<file path="src/rtl/riscv_hart_fetch_scheduler.sv">
// ---------------------------------------------------------------------------
// riscv_hart_fetch_scheduler
//
// Round-robin hart scheduler placed in front of the multithreaded prefetch
// buffer. It picks the hart that fetches next and holds that request stable
// until the buffer accepts it. It carries hart-ID tags alongside the IF, ID
// and EX stages, tracks per-hart control-flow blocking, and raises a boot
// flag until the first fetch is accepted.
//
// Ports
//   clk, rst            rising-edge clock, asynchronous active-high reset
//   hart_en_i           per-hart enable mask (level)
//   block_set_i         per-hart pulse: unresolved branch/jump issued
//   block_clr_i         per-hart pulse: control flow resolved
//   halt_if_i           global fetch halt
//   fetch_valid_o       hart_fetch_o is a valid fetch request
//   fetch_ack_i         prefetch buffer accepted the current request
//   hart_fetch_o        hart selected for the next fetch
//   if_valid_i, id_ready_i, id_valid_i, ex_ready_i
//                       pipeline handshakes that move the hart tags
//   hart_id_IF_o/ID_o/EX_o  hart tag of the IF/ID/EX instruction
//   blocked_o           per-hart block state
//   is_boot_o           high from reset until the first accepted fetch
// ---------------------------------------------------------------------------
module riscv_hart_fetch_scheduler #(
  parameter int NUM_THREADS = 4
) (
  input  logic                         clk,
  input  logic                         rst,
  input  logic [NUM_THREADS-1:0]       hart_en_i,
  input  logic [NUM_THREADS-1:0]       block_set_i,
  input  logic [NUM_THREADS-1:0]       block_clr_i,
  input  logic                         halt_if_i,
  output logic                         fetch_valid_o,
  input  logic                         fetch_ack_i,
  output logic [$clog2(NUM_THREADS)-1:0] hart_fetch_o,
  input  logic                         if_valid_i,
  input  logic                         id_ready_i,
  input  logic                         id_valid_i,
  input  logic                         ex_ready_i,
  output logic [$clog2(NUM_THREADS)-1:0] hart_id_IF_o,
  output logic [$clog2(NUM_THREADS)-1:0] hart_id_ID_o,
  output logic [$clog2(NUM_THREADS)-1:0] hart_id_EX_o,
  output logic [NUM_THREADS-1:0]       blocked_o,
  output logic                         is_boot_o
);

  localparam int THREAD_ADDR_WIDTH = $clog2(NUM_THREADS);

  typedef logic [THREAD_ADDR_WIDTH-1:0] hart_t;

  hart_t                  rr_ptr_q, rr_ptr_d;
  hart_t                  locked_hart_q, locked_hart_d;
  hart_t                  last_hart_q, last_hart_d;
  hart_t                  hart_if_q, hart_if_d;
  hart_t                  hart_id_q, hart_id_d;
  hart_t                  hart_ex_q, hart_ex_d;
  logic                   lock_q, lock_d;
  logic                   is_boot_q, is_boot_d;
  logic [NUM_THREADS-1:0] blocked_q, blocked_d;

  logic [NUM_THREADS-1:0] eligible;
  logic                   any_eligible;
  logic                   lock_live;
  logic                   rr_found;
  hart_t                  rr_pick;
  hart_t                  sel;
  logic                   fire;
  logic                   stall;

  assign eligible     = hart_en_i & ~blocked_q;
  assign any_eligible = |eligible;

  // Scan rr_ptr+1, rr_ptr+2, ... ; the hart_t-wide sum wraps modulo
  // NUM_THREADS because NUM_THREADS is a power of two. The final step
  // (i == NUM_THREADS) revisits rr_ptr itself, so a lone eligible hart
  // can still win back-to-back.
  always_comb begin
    rr_pick  = rr_ptr_q;
    rr_found = 1'b0;
    for (int i = 1; i <= NUM_THREADS; i++) begin
      if (!rr_found && eligible[rr_ptr_q + hart_t'(i)]) begin
        rr_pick  = rr_ptr_q + hart_t'(i);
        rr_found = 1'b1;
      end
    end
  end

  // A lock whose hart has gone ineligible is ignored so a fresh round-robin
  // choice is presented in the same cycle.
  assign lock_live = lock_q & eligible[locked_hart_q];

  always_comb begin
    sel = rr_pick;
    if (!any_eligible) begin
      sel = last_hart_q;
    end else if (lock_live) begin
      sel = locked_hart_q;
    end
  end

  // Gating with rst makes the request drop the moment reset is asserted,
  // without waiting for the flops to settle through a clock edge.
  assign fetch_valid_o = ~rst & ~halt_if_i & any_eligible;
  assign hart_fetch_o  = rst ? hart_t'(0) : sel;

  assign fire  = fetch_valid_o & fetch_ack_i;
  assign stall = fetch_valid_o & ~fetch_ack_i;

  always_comb begin
    rr_ptr_d      = rr_ptr_q;
    lock_d        = lock_q;
    locked_hart_d = locked_hart_q;
    is_boot_d     = is_boot_q;
    hart_if_d     = hart_if_q;
    last_hart_d   = any_eligible ? sel : last_hart_q;
    blocked_d     = (blocked_q & ~block_clr_i) | block_set_i;

    if (fire) begin
      rr_ptr_d  = sel;
      lock_d    = 1'b0;
      is_boot_d = 1'b0;
      hart_if_d = sel;
    end else if (stall) begin
      lock_d        = 1'b1;
      locked_hart_d = sel;
    end else if (!halt_if_i && lock_q && !eligible[locked_hart_q]) begin
      lock_d = 1'b0;
    end

    // Tag shift: each stage takes its predecessor's pre-edge value.
    hart_id_d = (if_valid_i & id_ready_i) ? hart_if_q : hart_id_q;
    hart_ex_d = (id_valid_i & ex_ready_i) ? hart_id_q : hart_ex_q;
  end

  always_ff @(posedge clk or posedge rst) begin
    if (rst) begin
      rr_ptr_q      <= hart_t'(NUM_THREADS - 1);
      lock_q        <= 1'b0;
      locked_hart_q <= '0;
      last_hart_q   <= '0;
      is_boot_q     <= 1'b1;
      blocked_q     <= '0;
      hart_if_q     <= '0;
      hart_id_q     <= '0;
      hart_ex_q     <= '0;
    end else begin
      rr_ptr_q      <= rr_ptr_d;
      lock_q        <= lock_d;
      locked_hart_q <= locked_hart_d;
      last_hart_q   <= last_hart_d;
      is_boot_q     <= is_boot_d;
      blocked_q     <= blocked_d;
      hart_if_q     <= hart_if_d;
      hart_id_q     <= hart_id_d;
      hart_ex_q     <= hart_ex_d;
    end
  end

  assign hart_id_IF_o = hart_if_q;
  assign hart_id_ID_o = hart_id_q;
  assign hart_id_EX_o = hart_ex_q;
  assign blocked_o    = blocked_q;
  assign is_boot_o    = is_boot_q;

endmodule
</file>
<file path="config.mk">
export PLATFORM = sky130hd
export DESIGN_NAME = riscv_hart_fetch_scheduler
export DESIGN_NICKNAME = d
export VERILOG_FILES = /design/src/rtl/riscv_hart_fetch_scheduler.sv
export SDC_FILE = /design/constraint.sdc
export NUM_CORES = 1
export LEC_CHECK = 0
export ABC_AREA = 1
export CORE_ASPECT_RATIO = 0.8
export CORE_UTILIZATION = 49
export CTS_BUF_LIST = sky130_fd_sc_hd__clkbuf_4 sky130_fd_sc_hd__clkbuf_8 sky130_fd_sc_hd__clkbuf_16
export CTS_CLUSTER_SIZE = 25
export DETAILED_ROUTE_END_ITERATION = 10
export GPL_ROUTABILITY_DRIVEN = 0
export HOLD_SLACK_MARGIN = 0.02
export PLACE_DENSITY = 0.81
export SYNTH_ARGS = -nofsm -noshare
export SYNTH_HDL_FRONTEND = slang
export SYNTH_SLANG_ARGS = --single-unit
</file>
<file path="constraint.sdc">
create_clock -name clk -period 2.8 [get_ports clk]
set_input_delay 0.42 -clock clk [delete_from_list [all_inputs] [get_ports clk]]
set_output_delay 0.42 -clock clk [all_outputs]
set_load 0.05 [all_outputs]
</file>
==> reports/qor.csv <==
metric,value,unit
total gr overflow,0,
CTS clock-pin slew for the worst setup and hold paths,0.10,ns
synthesized cell area,1075,sq um
pwr/cell area,959.7,nW/um^2
Post-Synth Simple-Gate Area,35.51,%
hold path startpoint,is_boot_o$_DFFE_PP1P_,
Post-synth EDFFs,0,
Max VDD drop,833.4,uV
first-pass GRT wire length,4008,um
Static Leak,0.7262,nW
Setup WS pre-CTS,0.2786,ns
post-synth top area share,34.92,%
largest family of logic cells by synthesized area,simple AND/OR/NAND/NOR gates,
status,finished clean,
"area leader, netlist",dfrtp_1,
IO buf count,33,
Die W,54.36,um
CTS tree,built,
initial antenna violation count,0,
Reg2Reg Launch Point,rr_ptr_q[0]$_DFFE_PP1P_,
Routed WL,2402,um
Final Setup Violations,0,
YS warnings,0,
final worst slack,0.1842,ns
FILL cells,146,
CTS max path bufs,2,
"Worst Path Class, Setup",register to primary output,
placed cell count,188,
vias in the first global route,973,
FMAX,382.3,MHz
Vias,1018,
syn nets,152,
Main synth FF type,dfrtp_1,
Commonest cells post-synth,"nand2_1, dfrtp_1, nand3_1",
Root Driver,clkbuf_4,
core area,1979,sq um
asr flop ratio synth,100.0,%
Unique masters post-synth,26,
Final TNS setup,0,ns
Slew Limit Fails,0,
R2R Setup Slk,0.97,ns
xor/xnor share of the synthesized area,0,%
Crit. Startpoint,rr_ptr_q[0]$_DFFE_PP1P_,
die area,2386,sq um
Clock Latency Late Sink,0.29,ns
Max-cap violations,0,
Final ANT Viol Nets,0,
Worst slew margin,55.08,%
CTS sink cnt,18,
initial core utilization,54.30,%
critical path arrival,2.20,ns
hold crit path type,register to register,
Final Critical Period,2.616,ns
Area contributors post-synth,"dfrtp_1, nand2_1, dfstp_2, nand3_1, inv_1",
vias per cell,5.275,
cts bufs inserted,3,
Tcrit/Tclk final,93.42,%
nets@finish,190,
Die H,43.89,um
"non-filler cells, final",193,
Worst Path Max Fanout,6,
worst r2r dst,locked_hart_q[1]$_DFFE_PP0P_,
register bit count reported by yosys,18,
layout cells sized above 1,21.89,%
compound-cell area share of the yosys netlist,10.24,%
per-cell routed wire length,12.45,um
worst-margin pin slew,0.6731,ns
unrepaired setup endpoints after global routing,no,
cells on worst reg2reg path,12,
Reg area,454.2,sq um
GR Util All Layers,23.77,%
area of the multi-input gates,529.3,sq um
CP Launch Type,register,
worst hold path stage count,2,
Antenna Diode Count,0,
endpoint class of the critical path,primary output,
H-tree levels,1,
Synth Instances,132,
Layout Utilization,74.78,%
Layout area overhead,37.72,%
mux cell area share after synthesis,3.143,%
top-count cell post-synth,nand2_1,
DRT iter0 DRCs,42,
synthesized area per cell,8.142,sq um
TritonRoute pass-1 iters,4,
post-synthesis sequential area ratio,42.26,%
crit path to,hart_fetch_o[0],
largest net degree at the start of global routing,19,
Required @ worst endpoint,2.38,ns
Post-DP HPWL,1904,um
"Hold Violations, Final",0,
DRC,0,
IO Pins,34,
Post-Synth Adder-Cell Area,0,%
FP Rows,14,
clock skew,0.002092,ns
==> critical path: stages (launching register included) <==
cell,delay (ns)
dfstp_2,0.66
clkbuf_2,0.20
nand3_1,0.09
nand3_1,0.09
nand2_1,0.11
nand3_2,0.11
nand2_1,0.06
nand2_1,0.05
nand3_1,0.07
nand2_2,0.08
nand2_1,0.09
nor2_2,0.14
buf_12,0.15
==> layout make-up <==
type	count	area share, %
repair buffers	34	23.84
inverters	19	5.664
multi-input cells	94	35.76
flip-flops and latches	18	30.68
well taps	24	2.029
clock buffers	4	2.029
==> metal layers <==
metal  wire length [um]  global-route usage, %
met1               1114                  30.97
met2               1020                  36.10
met3                252                  9.123
met4                 14                  7.692
met5                  0                      0
==> power breakdown <==
| group | total [W] | internal (W) | leakage (nW) | switching [W] |
|---|---|---|---|---|
| clock | 0.000141 | 0.0000651 | 0.0184 | 0.0000759 |
| combinational | 0.000841 | 0.000313 | 0.496 | 0.000528 |
| sequential | 0.000439 | 0.000356 | 0.212 | 0.0000829 |
| total | 0.00142 | 0.000734 | 0.726 | 0.000686 |
==> worst min path at each step <==
stage                                        end  slack [ns]
final                      is_boot_o$_DFFE_PP1P_        0.47
after global routing       is_boot_o$_DFFE_PP1P_        0.49
after CTS                  is_boot_o$_DFFE_PP1P_        0.47
after detailed placement   is_boot_o$_DFFE_PP1P_        0.46
after global placement     is_boot_o$_DFFE_PP1P_        0.44
after floorplan           blocked_o[0]$_DFF_PP0_        0.36
==> registers in the layout (all words and copies together) (netlist names) <==
name and cells:
blocked_o 4, hart_id_EX_o 2, hart_id_ID_o 2, hart_id_IF_o 2
is_boot_o 1, last_hart_q 2, lock_q 1, locked_hart_q 2
rr_ptr_q 2
==> through the flow <==
step | total power (W) | area (sq um) | hold slack [ns]
2_1_floorplan | 0.001026 | 1075 | 0.3564
3_5_place_dp | 0.001268 | 1441 | 0.4568
4_1_cts | 0.001411 | 1471 | 0.4730
3_3_place_gp | 0.001248 | 1441 | 0.4406
6_report | 0.001420 | 1480 | 0.4681
5_1_grt | 0.001524 | 1480 | 0.4854
==> timing repair <==
item,4_1_cts,5_1_grt
endpoints found under the setup margin,0,2
gates resized for setup,0,1
hold buffers,0,0
buffers inserted,0,1
==> cell usage in the layout, fill, tap and decap left out, types with 2 or more instances in the layout <==
cell type,netlist,routed
nand2_1,40,40
clkdlybuf4s50_1,0,30
nand3_1,15,15
dfrtp_1,15,15
inv_1,13,13
inv_2,5,5
nand2_2,5,5
nand3_2,4,4
o21ai_0,4,4
o21bai_1,4,4
clkbuf_4,0,4
mux2_2,3,3
dfstp_2,3,3
nand4_1,2,2
nand2_4,2,2
nor2_1,2,2
a21oi_1,3,2
a31oi_1,2,2
buf_12,0,2
==> cells by family after synthesis <==
kind of cell    count (synthesis)
buf+inv                        20
mux                             3
simple gates                   74
compound gates                 17
flops                          18
Note: power is estimated with default switching activity, not from simulation.
